**src/rtl/allocate_pkg.sv**
```systemverilog
// allocate_pkg: shared types and default constants for the allocate_stream
// packet-allocation stage.
//   alloc_state_t : framing FSM state
//   alloc_entry_t : output buffer entry layout {first, last, index, word} at
//                   the default widths; the top builds the same layout at its
//                   own parameterised widths.
package allocate_pkg;

  localparam int DATA_W_DEF     = 32;
  localparam int CNT_W_DEF      = 6;
  localparam int FIFO_DEPTH_DEF = 4;
  localparam int MAX_WORDS_DEF  = (2 ** CNT_W_DEF) - 1;

  typedef enum logic [1:0] {
    S_IDLE   = 2'd0,
    S_ARMED  = 2'd1,
    S_ACTIVE = 2'd2,
    S_FLUSH  = 2'd3
  } alloc_state_t;

  typedef struct packed {
    logic                  first;
    logic                  last;
    logic [CNT_W_DEF-1:0]  idx;
    logic [DATA_W_DEF-1:0] word;
  } alloc_entry_t;

endpackage

```
**src/rtl/alloc_fifo.sv**
```systemverilog
// alloc_fifo: synchronous FIFO with first-word fall-through.
//   clk, rst   : clock, synchronous active-high reset (empties the FIFO)
//   push/wdata : write an entry (ignored when full)
//   pop        : retire the head entry (ignored when empty)
//   rdata      : head entry, valid whenever empty is low
//   count      : number of stored entries, 0..DEPTH
//   empty      : no entries stored
// DEPTH must be a power of two so the pointers wrap naturally.
module alloc_fifo #(
  parameter int DEPTH = 4,
  parameter int WIDTH = 8
) (
  input  logic                     clk,
  input  logic                     rst,
  input  logic                     push,
  input  logic [WIDTH-1:0]         wdata,
  input  logic                     pop,
  output logic [WIDTH-1:0]         rdata,
  output logic [$clog2(DEPTH):0]   count,
  output logic                     empty
);

  localparam int AW = $clog2(DEPTH);
  localparam logic [AW:0] FULL_CNT = (AW + 1)'(DEPTH);

  logic [WIDTH-1:0] mem [DEPTH];
  logic [AW-1:0]    wr_ptr, rd_ptr;
  logic             do_push, do_pop;

  assign empty   = (count == '0);
  assign do_push = push && (count != FULL_CNT);
  assign do_pop  = pop && !empty;
  assign rdata   = mem[rd_ptr];

  // Storage has no reset; the pointers alone define what is valid.
  always_ff @(posedge clk) begin
    if (do_push) mem[wr_ptr] <= wdata;
  end

  always_ff @(posedge clk) begin
    if (rst) begin
      wr_ptr <= '0;
      rd_ptr <= '0;
      count  <= '0;
    end else begin
      if (do_push) wr_ptr <= wr_ptr + 1'b1;
      if (do_pop)  rd_ptr <= rd_ptr + 1'b1;
      case ({do_push, do_pop})
        2'b10:   count <= count + 1'b1;
        2'b01:   count <= count - 1'b1;
        default: ;
      endcase
    end
  end

endmodule

```
**src/rtl/allocate_stream.sv**
```systemverilog
// allocate_stream: tags framed input words with their in-packet index,
// buffers them and presents them downstream with valid/ready.
//   clk, rst                 : clock, synchronous active-high reset
//   sop_in                   : arms the block for the next packet
//   new_word_r/first_word_r/
//   last_word_r/word_r       : input word strobe, framing flags and data
//   ready_r                  : buffer has room (not crediting a same-cycle pop)
//   new_word_a/ready_a       : output valid / downstream accept
//   first_word_a/last_word_a : framing flags of the head word
//   word_a                   : {index, word} of the head word
//   num_values_a             : index+1 of the head word
//   packet_in_progress       : packet open or words still queued
//   err_a                    : one-cycle pulse per edge with a framing violation
// All outputs are forced to 0 while rst is high.
module allocate_stream
  import allocate_pkg::*;
#(
  parameter int DATA_W     = DATA_W_DEF,
  parameter int CNT_W      = CNT_W_DEF,
  parameter int FIFO_DEPTH = FIFO_DEPTH_DEF,
  parameter int MAX_WORDS  = (2 ** CNT_W) - 1
) (
  input  logic                    clk,
  input  logic                    rst,
  input  logic                    sop_in,
  input  logic                    new_word_r,
  input  logic                    first_word_r,
  input  logic                    last_word_r,
  input  logic [DATA_W-1:0]       word_r,
  output logic                    ready_r,
  output logic                    new_word_a,
  input  logic                    ready_a,
  output logic                    first_word_a,
  output logic                    last_word_a,
  output logic [DATA_W+CNT_W-1:0] word_a,
  output logic [CNT_W-1:0]        num_values_a,
  output logic                    packet_in_progress,
  output logic                    err_a
);

  localparam int ENTRY_W = DATA_W + CNT_W + 2;
  localparam int CW      = $clog2(FIFO_DEPTH) + 1;
  localparam logic [CNT_W-1:0] LAST_IDX = CNT_W'(MAX_WORDS - 1);
  localparam logic [CW-1:0]    FULL_CNT = CW'(FIFO_DEPTH);

  alloc_state_t     state_q, state_d;
  logic [CNT_W-1:0] idx_q, idx_d, push_idx;
  logic             err_q, err_d;
  logic             push, push_first, push_last;
  logic             accept, pop, vld;
  logic [CW-1:0]    fifo_cnt;
  logic             fifo_empty;
  logic [ENTRY_W-1:0] wdata, rdata;

  assign ready_r = !rst && (fifo_cnt < FULL_CNT);
  assign accept  = new_word_r && ready_r;

  // Framing decode. The word is evaluated in the current state first; sop_in
  // is then applied on top of whatever the word did.
  always_comb begin
    state_d    = state_q;
    idx_d      = idx_q;
    push       = 1'b0;
    push_first = 1'b0;
    push_last  = 1'b0;
    push_idx   = '0;
    err_d      = new_word_r && !ready_r;  // word offered with no room
    if (accept) begin
      case (state_q)
        S_IDLE: err_d = 1'b1;
        S_ARMED: begin
          if (first_word_r) begin
            push       = 1'b1;
            push_first = 1'b1;
            push_last  = last_word_r;
            state_d    = last_word_r ? S_IDLE : S_ACTIVE;
          end else begin
            err_d = 1'b1;
          end
        end
        S_ACTIVE: begin
          push      = 1'b1;
          push_last = last_word_r;
          if (first_word_r) begin
            // restart: new packet begins at this word
            push_first = 1'b1;
            err_d      = 1'b1;
          end else begin
            push_idx = idx_q + CNT_W'(1);
          end
          state_d = last_word_r ? S_IDLE : S_ACTIVE;
        end
        default: ;  // S_FLUSH: drop silently
      endcase
      if (push) begin
        idx_d = push_idx;
        // Packet hit the length limit without a last flag: close it here
        // and swallow the rest until the next sop_in.
        if (push_idx == LAST_IDX && !last_word_r) begin
          push_last = 1'b1;
          err_d     = 1'b1;
          state_d   = S_FLUSH;
        end
      end
    end
    if (sop_in) begin
      if (state_d == S_ACTIVE) err_d = 1'b1;  // open packet aborted
      state_d = S_ARMED;
    end
  end

  always_ff @(posedge clk) begin
    if (rst) begin
      state_q <= S_IDLE;
      idx_q   <= '0;
      err_q   <= 1'b0;
    end else begin
      state_q <= state_d;
      idx_q   <= idx_d;
      err_q   <= err_d;
    end
  end

  assign wdata = {push_first, push_last, push_idx, word_r};

  alloc_fifo #(
    .DEPTH (FIFO_DEPTH),
    .WIDTH (ENTRY_W)
  ) u_fifo (
    .clk   (clk),
    .rst   (rst),
    .push  (push),
    .wdata (wdata),
    .pop   (pop),
    .rdata (rdata),
    .count (fifo_cnt),
    .empty (fifo_empty)
  );

  // Head fields are masked when nothing is valid so stale storage never leaks.
  assign vld                = !rst && !fifo_empty;
  assign pop                = vld && ready_a;
  assign new_word_a         = vld;
  assign first_word_a       = vld && rdata[ENTRY_W-1];
  assign last_word_a        = vld && rdata[ENTRY_W-2];
  assign word_a             = vld ? rdata[DATA_W+CNT_W-1:0] : '0;
  assign num_values_a       = vld ? rdata[DATA_W +: CNT_W] + CNT_W'(1) : '0;
  assign packet_in_progress = !rst && ((state_q != S_IDLE) || !fifo_empty);
  assign err_a              = !rst && err_q;

endmodule

```
**config.mk**
```make
export PLATFORM = sky130hd
export DESIGN_NAME = allocate_stream
export DESIGN_NICKNAME = d
export VERILOG_FILES = /design/src/rtl/allocate_pkg.sv /design/src/rtl/alloc_fifo.sv /design/src/rtl/allocate_stream.sv
export SDC_FILE = /design/constraint.sdc
export NUM_CORES = 1
export LEC_CHECK = 0
export CAP_MARGIN = 10
export CORE_MARGIN = 2
export CORE_UTILIZATION = 45
export CTS_BUF_LIST = sky130_fd_sc_hd__clkbuf_4 sky130_fd_sc_hd__clkbuf_8
export CTS_CLUSTER_DIAMETER = 30
export DETAILED_ROUTE_END_ITERATION = 10
export PLACE_DENSITY = 0.68
export SETUP_SLACK_MARGIN = 0.5
export SLEW_MARGIN = 5
export SYNTH_ARGS = -nofsm -noshare
export SYNTH_HDL_FRONTEND = slang
export SYNTH_SLANG_ARGS = --single-unit
export TNS_END_PERCENT = 50
```
**constraint.sdc**
```tcl
create_clock -name clk -period 2.9 [get_ports clk]
set_input_delay 0.435 -clock clk [delete_from_list [all_inputs] [get_ports clk]]
set_output_delay 0.435 -clock clk [all_outputs]
set_load 0.005 [all_outputs]
```
# --- Word-level counts from Yosys, hierarchy flattened ---
# Memory sizes are Yosys's and may differ from the RTL's. A register that Yosys moved wholly into a read port is not among the register bits.
# Index checks and enable logic that the tools add are counted.
classes:
  add_sub_neg: 6
  multipliers: 0
  n_div: 0
  n_lt_le_gt_ge: 1
  n_eq_ne: 7
  n_shift: 0
  muxes: 37
  bitwise: 0
  reduce_logical: 24
op_table:
  columns: ["operator", "count"]
  rows:
  - ["38-bit two-way mux", 1]
  - ["6-bit two-way mux", 5]
  - ["1-bit two-way mux", 19]
  - ["2-bit two-way mux", 7]
  - ["6-bit by 1-bit adder with 6-bit output, second input constant", 2]
  - ["1-bit logical AND", 12]
  - ["2-bit equality test, second input constant", 3]
  - ["6-bit equality test, second input constant", 1]
  - ["3-bit case mux with 2 select lines", 1]
  - ["2-bit by 1-bit adder with 2-bit output, second input constant", 2]
  - ["2-bit by 1-bit equality test with 1-bit output, second input constant", 2]
  - ["1-bit logical NOT", 4]
  - ["1-bit case mux with 2 select lines", 2]
  - ["2-bit case mux with 2 select lines", 1]
  - ["2-bit nonzero test", 2]
  - ["2-bit OR reduction", 2]
  - ["3-bit by 1-bit adder with 3-bit output, second input constant", 1]
  - ["3-bit logical NOT", 1]
  - ["3-bit less-than comparator, second input constant", 1]
  - ["3-bit inequality test, second input constant", 1]
  - ["1-bit case mux with 3 select lines", 1]
  - ["3-bit by 1-bit subtractor with 3-bit output, second input constant", 1]
  - ["2-bit logical NOT", 1]
  - ["2-bit AND reduction", 1]
  - ["1-bit logical OR", 1]
word_totals:
  register_bits: 16
  latchBits: 0
  ramBits: 160
  rom_bits: 0
  inputBits: 39
  out_inout_bits: 50
  word_cells: 83
  memories: 1
memory_table:
  columns: ["memory", "words", "word_bits", "rd", "rd_ports_with_merged_regs", "write_ports", "line_no", "source"]
  rows:
  - ["u_fifo.mem", 4, 40, 1, 1, 1, "alloc_fifo.sv:26", "logic [WIDTH-1:0] mem [DEPTH];"]

# --- Longest topological paths before layout ---
# Gate-level depths: netlist of the first run.
logic_depth:
  ltp_word: 12
  mapped_depth: 13
  ltp_nobuf: 11

# --- Cells and area by module ---
# Synthesis of the first run repeated with hierarchy kept, for this count alone.
unflattened:
  hier_cells: 415
  area_unflattened_um2: 7360.8
modules_own_cells:
  columns: ["mod", "n_inst", "cells_per_inst", "area_per_inst_um2", "seq_area_each_um2"]
  rows:
  - ["alloc_fifo", 1, 262, 6299.8, 4984.8]
  - ["allocate_stream", 1, 153, 1061.0, 180.2]

# --- Least setup slack after synthesis of the first run ---
# OpenSTA, ideal clock, no wires.
synth_path:
  path_kind: "flip-flop to flip-flop"
  startpoint: "reg state_q[0]"
  endpoint: "reg u_fifo.count[2]"
  setup_ps: 70
  arrival_time_ps: 2559
  required_ps: 2830
  path_slack_ps: 271
  stages_incl_launch_ff: 14
  n_path_buf: 2
  period_less_slack_ps: 2629
  path_cell_list: "dfxtp_1 inv_1 ha_1 a21o_1 and3_1 buf_2 inv_2 buf_2 ha_1 inv_1 fa_1 xor2_1 or3_1 a21oi_1"
synth_via:
  elab_chain_cells: 7
  word_cells_on_any_way: 10
  classes_between: "4 x eq/ne; 4 x mux; 2 x reduce/logical"
synth_lines:
  columns: ["element", "line_no", "source"]
  rows:
  - ["from (decl)", "allocate_stream.sv:46", "alloc_state_t state_q, state_d;"]
  - ["from (signal assigned)", "allocate_stream.sv:118", "state_q <= state_d;"]
  - ["2-bit equality test or 2-bit by 1-bit equality test with 1-bit output (tied branches)", "allocate_stream.sv:69", "case (state_q)"]
  - ["1-bit case mux with 2 select lines *", "allocate_stream.sv:69", null]
  - ["1-bit two-way mux * (2 in series)", "allocate_stream.sv:68", "if (accept) begin"]
  - ["1-bit logical AND *", "alloc_fifo.sv:31", "assign do_push = push && (count != FULL_CNT);"]
  - ["2-bit by 1-bit equality test with 1-bit output or 2-bit equality test (tied branches)", "alloc_fifo.sv:48", "case ({do_push, do_pop})"]
  - ["3-bit case mux with 2 select lines or 2-bit nonzero test (tied branches)", null, null]
  - ["to (signal assigned)", "alloc_fifo.sv:49", "2'b10: count <= count + 1'b1;"]
  - ["to (signal assigned)", "alloc_fifo.sv:50", "2'b01: count <= count - 1'b1;"]
  - ["to (decl)", "alloc_fifo.sv:19", "output logic [$clog2(DEPTH):0] count,"]
# Every way passes the cells marked *; elsewhere a longest branch is shown, timed or not. The select of a mux whose other input is x is not followed.
# A chain may end at the register's enable or synchronous reset.

==> key figures, run 1 <==
Die
  • I/O Pins: 89
  • Row cnt: 46
  • Initial Util: 45.9%
  • DIE HEIGHT: 131 µm
  • Core Area: 15800 µm²
  • DIE AREA: 17200 µm²
  • Width of the die: 131 µm

Synth
  • Synth area leader: edfxtp_1
  • Synth top area share: 66.2%
  • Synth Cell Area: 7260 µm²
  • Seq/Total Area, Yosys: 71.1%
  • #FFs+latches synth: 178
  • Post-synth top flop: edfxtp_1
  • Main area contributors after synthesis: edfxtp_1, mux4_2, dfxtp_1
  • FFs w/ async S/R, synth: 0%
  • Synthesized Nets: 460
  • Yosys cell types: 41
  • YS warnings: 0
  • EDFF count, synth: 160
  • Post-Synthesis Cells: 409
  • Avg Cell Area, Syn: 17.7 µm²

Critical path
  • CP Class: reg -> out
  • Crit path capture type: output pin
  • Worst path required time: 2.47 ns
  • CP max stage cell: mux4_2
  • Cell breakdown of the critical path: buf_4 > buf_6 > buf_12 > buf_6 > buf_6 > buf_4 > mux4_2 > and2_4 > buf_2
  • R2R setup slack: 0.56 ns
  • CP most frequent cell: buf_6
  • Crit Path Max Fanout: 5
  • Max stage delay on crit path: 0.42 ns
  • Crit path DAT: 2.23 ns
  • Startpoint types: flip-flop

Timing
  • Final Critical Period: 2.66 ns
  • Slew @ Worst Pin: 0.399 ns
  • Final TNS setup: 0 ns
  • Endpoints failing setup: 0
  • Max Slew Vio Count: 0
  • Fin crit share: 91.8%
  • F_max: 0.376 GHz
  • Clk_skew: 0.0106 ns
  • Max-slew headroom: 73.4%
  • RSZ-0062 raised after global routing: yes
  • Final hold violations: 0
  • PnR worst setup slack: 0.238 ns

Clock network
  • CTS clk-pin slew, worst paths: 0.09 ns
  • Clock Root Buffer: clkbuf_8
  • Num CTS Buffers: 17
  • Worst skew pair latency: 0.46 ns
  • Hold_buf cts: 0
  • Clock Path Buffers: 2
  • H-tree Lvls: 4
  • CTS tree: done
  • Clk sink count: 178

Routing
  • Final WL: 13900 µm
  • Post-route ant nets: 0
  • Remaining DRCs: 0
  • DR vias: 3976
  • First-pass detailed-route iteration total: 4
  • Average routed wire per standard cell: 17.6 µm
  • Vias/cell: 5.05
  • Starting DRT DRC Count: 262

Run
  • Number of max-cap violations: 0

Outcome
  • Status: finished, final reports clean

Cells and area
  • Most common cell after layout, fill and taps aside: edfxtp_1
  • Area delta synth->final: 30.5%
  • Flip-flop and latch area: 5180 µm²
  • Layout cell share with drive strength beyond 1: 34.0%
  • Fillers: 1178
  • Final nets: 609
  • Multi-input gate area: 2040 µm²
  • ANT cells: 0
  • Most frequent cells in the layout: edfxtp_1, clkdlybuf4s50_1, mux4_2

Global route
  • Total grt overflow: 0
  • Initial antenna violation count: 0
  • Total track usage: 17.1%
  • Largest net degree at the start of global routing: 44
  • First-pass GRT wire length: 21600 µm
  • Vias in the first global route: 4146

Pwr
  • Power Density: 518 nW/µm²
  • Sequential Power Share: 56.8%
  • Comb power frac: 3.1%
  • Clk pwr share: 40.1%
  • Peak supply drop: 302 µV
  • NetSw: 915 µW
  • P_leak: 3.36 nW
  • Sw frac: 18.6%
  • Internal Power: 3.99 mW

Placement
  • Place WS: 0.122 ns
  • Dpl hpwl: 8520 µm
  • RD Place Congestion: 0.787
  • Buffers on Ports: 88

Min path
  • Hold Path Class: reg -> reg
[state kept, by name, indices dropped and copies added (netlist names), named ones only]
name and cells:
u_fifo.mem 160, idx_q 6, u_fifo.count 3, state_q 2
u_fifo.rd_ptr 2, u_fifo.wr_ptr 2, err_q 1
[power groups by stage]
stage               Sequential, mW  Combinational (mW)  Clock, mW
floorplan                     2.85              0.0418          0
global placement              2.85               0.135          0
CTS                           2.79               0.149       2.01
global route                  2.79               0.162       2.11
detailed placement            2.85               0.139          0
finish                        2.79               0.150       1.97
[routing by layer]
metal	up-vias	wire length [µm]	global-route usage, %
li1	1859	-	-
met5	-	0	0
met2	80	7100	28.9
met3	16	623	4.40
met4	0	176	5.44
met1	2021	5980	21.7
[final cells by class]
cell class | count | share of cell area [%]
timing repair buffer | 149 | 15.6
inverter | 10 | 0.423
sequential | 178 | 54.6
clock buffer | 18 | 2.55
multi-input combinational | 202 | 21.5
clock inverter | 14 | 2.47
tap | 216 | 2.85
[metrics by stage]
step	power, mW	area, µm²	std cells	utilization [%]	hold WS [ns]
global route	5.06	9470	787	59.9	0.511
finish	4.90	9470	787	59.9	0.479
floorplan	2.89	7300	409	-	0.444
global placement	2.98	8580	715	54.2	0.458
CTS	4.95	9400	780	59.4	0.481
detailed placement	2.99	8580	715	54.2	0.469
[worst max-delay path, delay by kind of cell, from the launching register on]
| kind | cells | cell delay [ns] |
|---|---|---|
| muxes | 1 | 0.42 |
| buffers and inverters | 7 | 0.82 |
| DFF | 1 | 0.38 |
| and+or+nand+nor | 1 | 0.15 |
[repair_timing]
item / 4_1_cts / 5_1_grt
setup endpoints to repair: 47 / 48
pin swaps: 24 / 10
resized for setup: 154 / 20
setup buffers: 29 / 7
cloned: 4 / 0
[Yosys cell counts (all sizes together) (2+ instances only)]
cell type,count
clkbuf,5
xnor2,5
nor2,28
mux4,40
o21ai,2
nor2b,2
and3,3
nand2,10
nand2b,3
ha,11
xor2,6
buf,14
nand3,8
inv,10
and2,48
mux2i,2
edfxtp,160
nor3,2
a21oi,15
dfxtp,18
and3b,2
nor3b,4
[worst paths after layout]
kind                                                     end                  start  cells after the start
worst max register to register  u_fifo.count[2]$_SDFFE_PP0P_  state_q[1]$_SDFF_PP0_                     11
worst min register to register         idx_q[5]$_SDFFE_PP0P_  idx_q[5]$_SDFFE_PP0P_                      2
worst min-delay path                   idx_q[5]$_SDFFE_PP0P_  idx_q[5]$_SDFFE_PP0P_                      2
worst max-delay path                              word_a[30]              flip-flop                      9
[cell families after synthesis]
| kind of cell | Yosys count | synth area share, % |
|---|---|---|
| flops | 178 | 71.1 |
| simple gates | 116 | 8.96 |
| mux | 42 | 12.8 |
| buf+inv | 29 | 1.96 |
| compound gates | 21 | 1.59 |
| fa+ha+maj | 12 | 2.17 |
| xor+xnor | 11 | 1.33 |
Note: power is estimated with default switching activity, not from simulation.
==> run 2, diff against run 1 <==
--- a/config.mk
+++ b/config.mk
@@ -13,7 +13,7 @@
 export DETAILED_ROUTE_END_ITERATION = 10
 export PLACE_DENSITY = 0.68
 export SETUP_SLACK_MARGIN = 0.5
-export SLEW_MARGIN = 5
+export SLEW_MARGIN = 10
 export SYNTH_ARGS = -nofsm -noshare
 export SYNTH_HDL_FRONTEND = slang
 export SYNTH_SLANG_ARGS = --single-unit
==> results of run 2 <==
Same layout as run 1: the final DEF is identical, and so are final timing and power.
==> run 3, diff against run 2 <==
--- a/config.mk
+++ b/config.mk
@@ -5,13 +5,14 @@
 export SDC_FILE = /design/constraint.sdc
 export NUM_CORES = 1
 export LEC_CHECK = 0
+export ABC_AREA = 1
 export CAP_MARGIN = 10
 export CORE_MARGIN = 2
 export CORE_UTILIZATION = 45
 export CTS_BUF_LIST = sky130_fd_sc_hd__clkbuf_4 sky130_fd_sc_hd__clkbuf_8
 export CTS_CLUSTER_DIAMETER = 30
 export DETAILED_ROUTE_END_ITERATION = 10
-export PLACE_DENSITY = 0.68
+export PLACE_DENSITY_LB_ADDON = 0.25
 export SETUP_SLACK_MARGIN = 0.5
 export SLEW_MARGIN = 10
 export SYNTH_ARGS = -nofsm -noshare
==> key figures, run 3 <==
Pwr
  • Power Density: 513 nW/µm² (-0.91%)
  • P_leak: 3.68 nW (+9.3%)
  • Peak supply drop: 273 µV (-9.4%)
  • Post-layout total power: 4.90 mW (-0.17%)

Routing
  • Average routed wire per standard cell: 16.2 µm (-8.1%)
  • Vias/cell: 5.15 (+2.0%)
  • Final WL: 16500 µm (+19%)
  • Post-route ant nets: 0 (unchanged)
  • Remaining DRCs: 0 (unchanged)
  • Starting DRT DRC Count: 385 (+47%)
  • First-pass detailed-route iteration total: 5 (+1)
  • DR vias: 5247 (+32%)

Die
  • Width of the die: 133 µm (+1.6%)
  • Initial Util: 45.6% (-0.29 points)
  • Core Area: 16500 µm² (+4.0%)
  • I/O Pins: 89 (unchanged)
  • Row cnt: 47 (+2.2%)
  • DIE AREA: 17700 µm² (+3.3%)
  • DIE HEIGHT: 133 µm (+1.6%)

Cells and area
  • Layout cell share with drive strength beyond 1: 16.9% (-17 points)
  • Max reg flops: 160 (unchanged)
  • Biggest regs: u_fifo.mem: 160 flops, idx_q: 6 flops, u_fifo.count: 3 flops
  • ANT cells: 0 (unchanged)
  • Largest reg by FF count: u_fifo.mem
  • Final Core Density: 58.0% (-1.9 points)
  • Final nets: 836 (+37%)
  • Most common cell after layout, fill and taps aside: nor2_1
  • Most frequent cells in the layout: nor2_1, edfxtp_1, o21ai_0
  • Final instance area: 9550 µm² (+0.75%)
  • Area delta synth->final: 27.2%

Critical path
  • Crit path DAT: 2.18 ns (-0.05 ns)
  • Buf/Inv on CP: 2 (-5)
  • CP max stage cell: clkdlybuf4s50_1
  • Crit path capture type: output pin
  • Stages on worst setup path: 8 (-1)
  • CP Class: reg -> out
  • Top Family by Delay on Critical Path: buffers and inverters
  • Max stage delay on crit path: 0.51 ns (+0.09 ns)
  • Startpoint types: flip-flop
  • Cell breakdown of the critical path: buf_4 > nand2_1 > nand3_1 > nand2_4 > nor2_2 > nand2_2 > a21oi_2 > clkdlybuf4s50_1
  • Worst r2r path cells: 14 (+3)
  • Crit Path Max Fanout: 5 (unchanged)
  • Worst path required time: 2.47 ns (about the same)

Synth
  • Compound-Gate Fraction of Synth Area: 10.1% (+8.6 points)
  • Post-Synth Simple-Gate Area: 13.9% (+4.9 points)
  • Avg Cell Area, Syn: 11.3 µm² (-37%)
  • Synth Cell Area: 7500 µm² (+3.4%)
  • Synthesized Nets: 717 (+56%)
  • FFs w/ async S/R, synth: 0% (unchanged)
  • Synth top cells by count: nor2_1, edfxtp_1, o21ai_0
  • Yosys cell types: 32 (-22%)
  • Synth area leader: edfxtp_1
  • Largest family of logic cells by synthesized area: simple AND/OR/NAND/NOR gates
  • Mux share of post-synthesis cell area: 0% (-13 points)
  • Synth top area share: 64.0% (-2.2 points)
  • YS warnings: 0 (unchanged)
  • Synth Area in XOR/XNOR: 0.117% (-1.2 points)
  • Post-Synthesis Cells: 666 (+63%)
  • Seq/Total Area, Yosys: 68.8% (-2.3 points)
  • Top-count cell post-synth: nor2_1
  • EDFF count, synth: 160 (unchanged)
  • #FFs+latches synth: 178 (unchanged)
  • Synth Area in Adders: 2.10% (-0.071 points)
  • Main area contributors after synthesis: edfxtp_1, nor2_1, dfxtp_1
  • Post-synth top flop: edfxtp_1

Timing
  • Final TNS setup: 0 ns (unchanged)
  • Slew @ Worst Pin: 0.531 ns (+0.132 ns)
  • RSZ-0062 raised after global routing: yes
  • Max-slew headroom: 64.3% (-9.1 points)
  • Clk_skew: 0.0112 ns (+0.000595 ns)
  • Final hold violations: 0 (unchanged)
  • Fin crit share: 90.1% (-1.7 points)
  • F_max: 0.383 GHz (+1.9%)
  • Endpoints failing setup: 0 (unchanged)
  • Max Slew Vio Count: 0 (unchanged)
  • Final Critical Period: 2.61 ns (-0.0487 ns)
  • Hold_ws: 0.459 ns (-0.0203 ns)

Min path
  • Hold Path Class: reg -> reg
  • Worst hold path cell count: 1 (-1)

Clock network
  • Worst skew pair latency: 0.47 ns (about the same)
  • CTS clk-pin slew, worst paths: 0.08 ns (about the same)
  • CTS tree: done
  • H-tree Lvls: 4 (unchanged)
  • Clk sink count: 178 (unchanged)
  • Num CTS Buffers: 17 (unchanged)
  • Clock Path Buffers: 2 (unchanged)
  • Clock Root Buffer: clkbuf_8

Global route
  • Total track usage: 19.2% (+2.1 points)
  • Initial antenna violation count: 0 (unchanged)
  • Total grt overflow: 0 (unchanged)
  • First-pass GRT wire length: 26000 µm (+20%)
  • Vias in the first global route: 5216 (+26%)
  • Largest net degree at the start of global routing: 55 (+25%)

Placement
  • DP Area: 8720 µm² (+1.6%)
  • Dpl hpwl: 10000 µm (+18%)
  • RD Place Congestion: 0.833 (+5.8%)
  • Buffers on Ports: 88 (unchanged)

Run
  • Number of max-cap violations: 0 (unchanged)

Outcome
  • Status: finished, final reports clean
[run 3: changes by cell type after synthesis, moves of 6 or more]
cell	before	now
a21oi_1	15	60
and2_1	47	0
buf_2	8	15
inv_1	8	35
mux4_2	37	0
nand2_1	10	48
nand2_2	0	6
nand3_1	7	13
nor2_1	28	170
o21ai_0	2	68
o21ai_1	0	16
[run 3: kinds of logic after synthesis]
logic type,after synthesis
and+or+nand+nor,253
AOI/OAI and AO/OA,148
buffers and inverters,74
adders and majority gates,12
DFF,178
xor gates and xnor gates,1
[run 3: per-stage QoR]
stage / cells / setup slack [ns]
floorplan: 666 / 0.297
detailed placement: 963 / 0.329
global route: 1018 / 0.152
global placement: 963 / 0.342
CTS: 1011 / 0.234
finish: 1018 / 0.287
[run 3: where the power goes]
| group | leakage [nW] | switching, mW | internal [mW] |
|---|---|---|---|
| Combinational | 1.87 | 0.109 | 0.105 |
| Sequential | 1.58 | 0.00539 | 2.79 |
| Clock | 0.224 | 0.859 | 1.03 |
[run 3: final cells by class]
cell class / instances / area, µm²
clock inverters: 14 / 210
inverters: 40 / 170
clock buffers: 18 / 241
well taps: 220 / 275
repair inverters: 1 / 8.76
flip-flops and latches: 178 / 5170
fillers: 1359 / 6920
repair buffers: 133 / 1400
multi-input cells: 414 / 2070
[run 3: worst reg2reg max path, stage by stage (launching register included)]
cell     delay (ns)
dfxtp_1        0.37
inv_1          0.09
ha_1           0.25
inv_1          0.12
nand2_1        0.06
nand2_1        0.10
nor2_2         0.06
inv_2          0.06
ha_1           0.13
inv_1          0.07
fa_1           0.38
a21oi_1        0.14
o21ai_0        0.11
xor2_1         0.15
nor2_1         0.05
[run 3: worst paths after layout]
kind	startpoint	to	slack (ns)
worst max register to register	state_q[0]$_SDFF_PP0_	u_fifo.count[2]$_SDFFE_PP0P_	0.67
worst min register to register	u_fifo.count[0]$_SDFFE_PP0P_	u_fifo.count[0]$_SDFFE_PP0P_	0.46
worst min-delay path	u_fifo.count[0]$_SDFFE_PP0P_	u_fifo.count[0]$_SDFFE_PP0P_	0.46
worst max-delay path	flip-flop	num_values_a[3]	0.29
[run 3: per-layer routing]
metal	wire length [µm]	global-route usage, %	up-vias	share of wire (%)
li1	-	-	2539	-
met3	908	4.57	28	5.5
met5	0	0	-	0
met2	8340	33.0	156	51
met1	6940	23.4	2524	42
met4	309	7.98	0	1.9
[run 3: what timing repair did]
| action | 4_1_cts | 5_1_grt |
|---|---|---|
| buffers inserted | 13 | 6 |
| endpoints found under the hold margin | 0 | 0 |
| gates cloned | 3 | 1 |
| endpoints found under the setup margin | 47 | 48 |
| pin swaps | 22 | 8 |
| hold buffers | 0 | 0 |
| resized for setup | 92 | 43 |
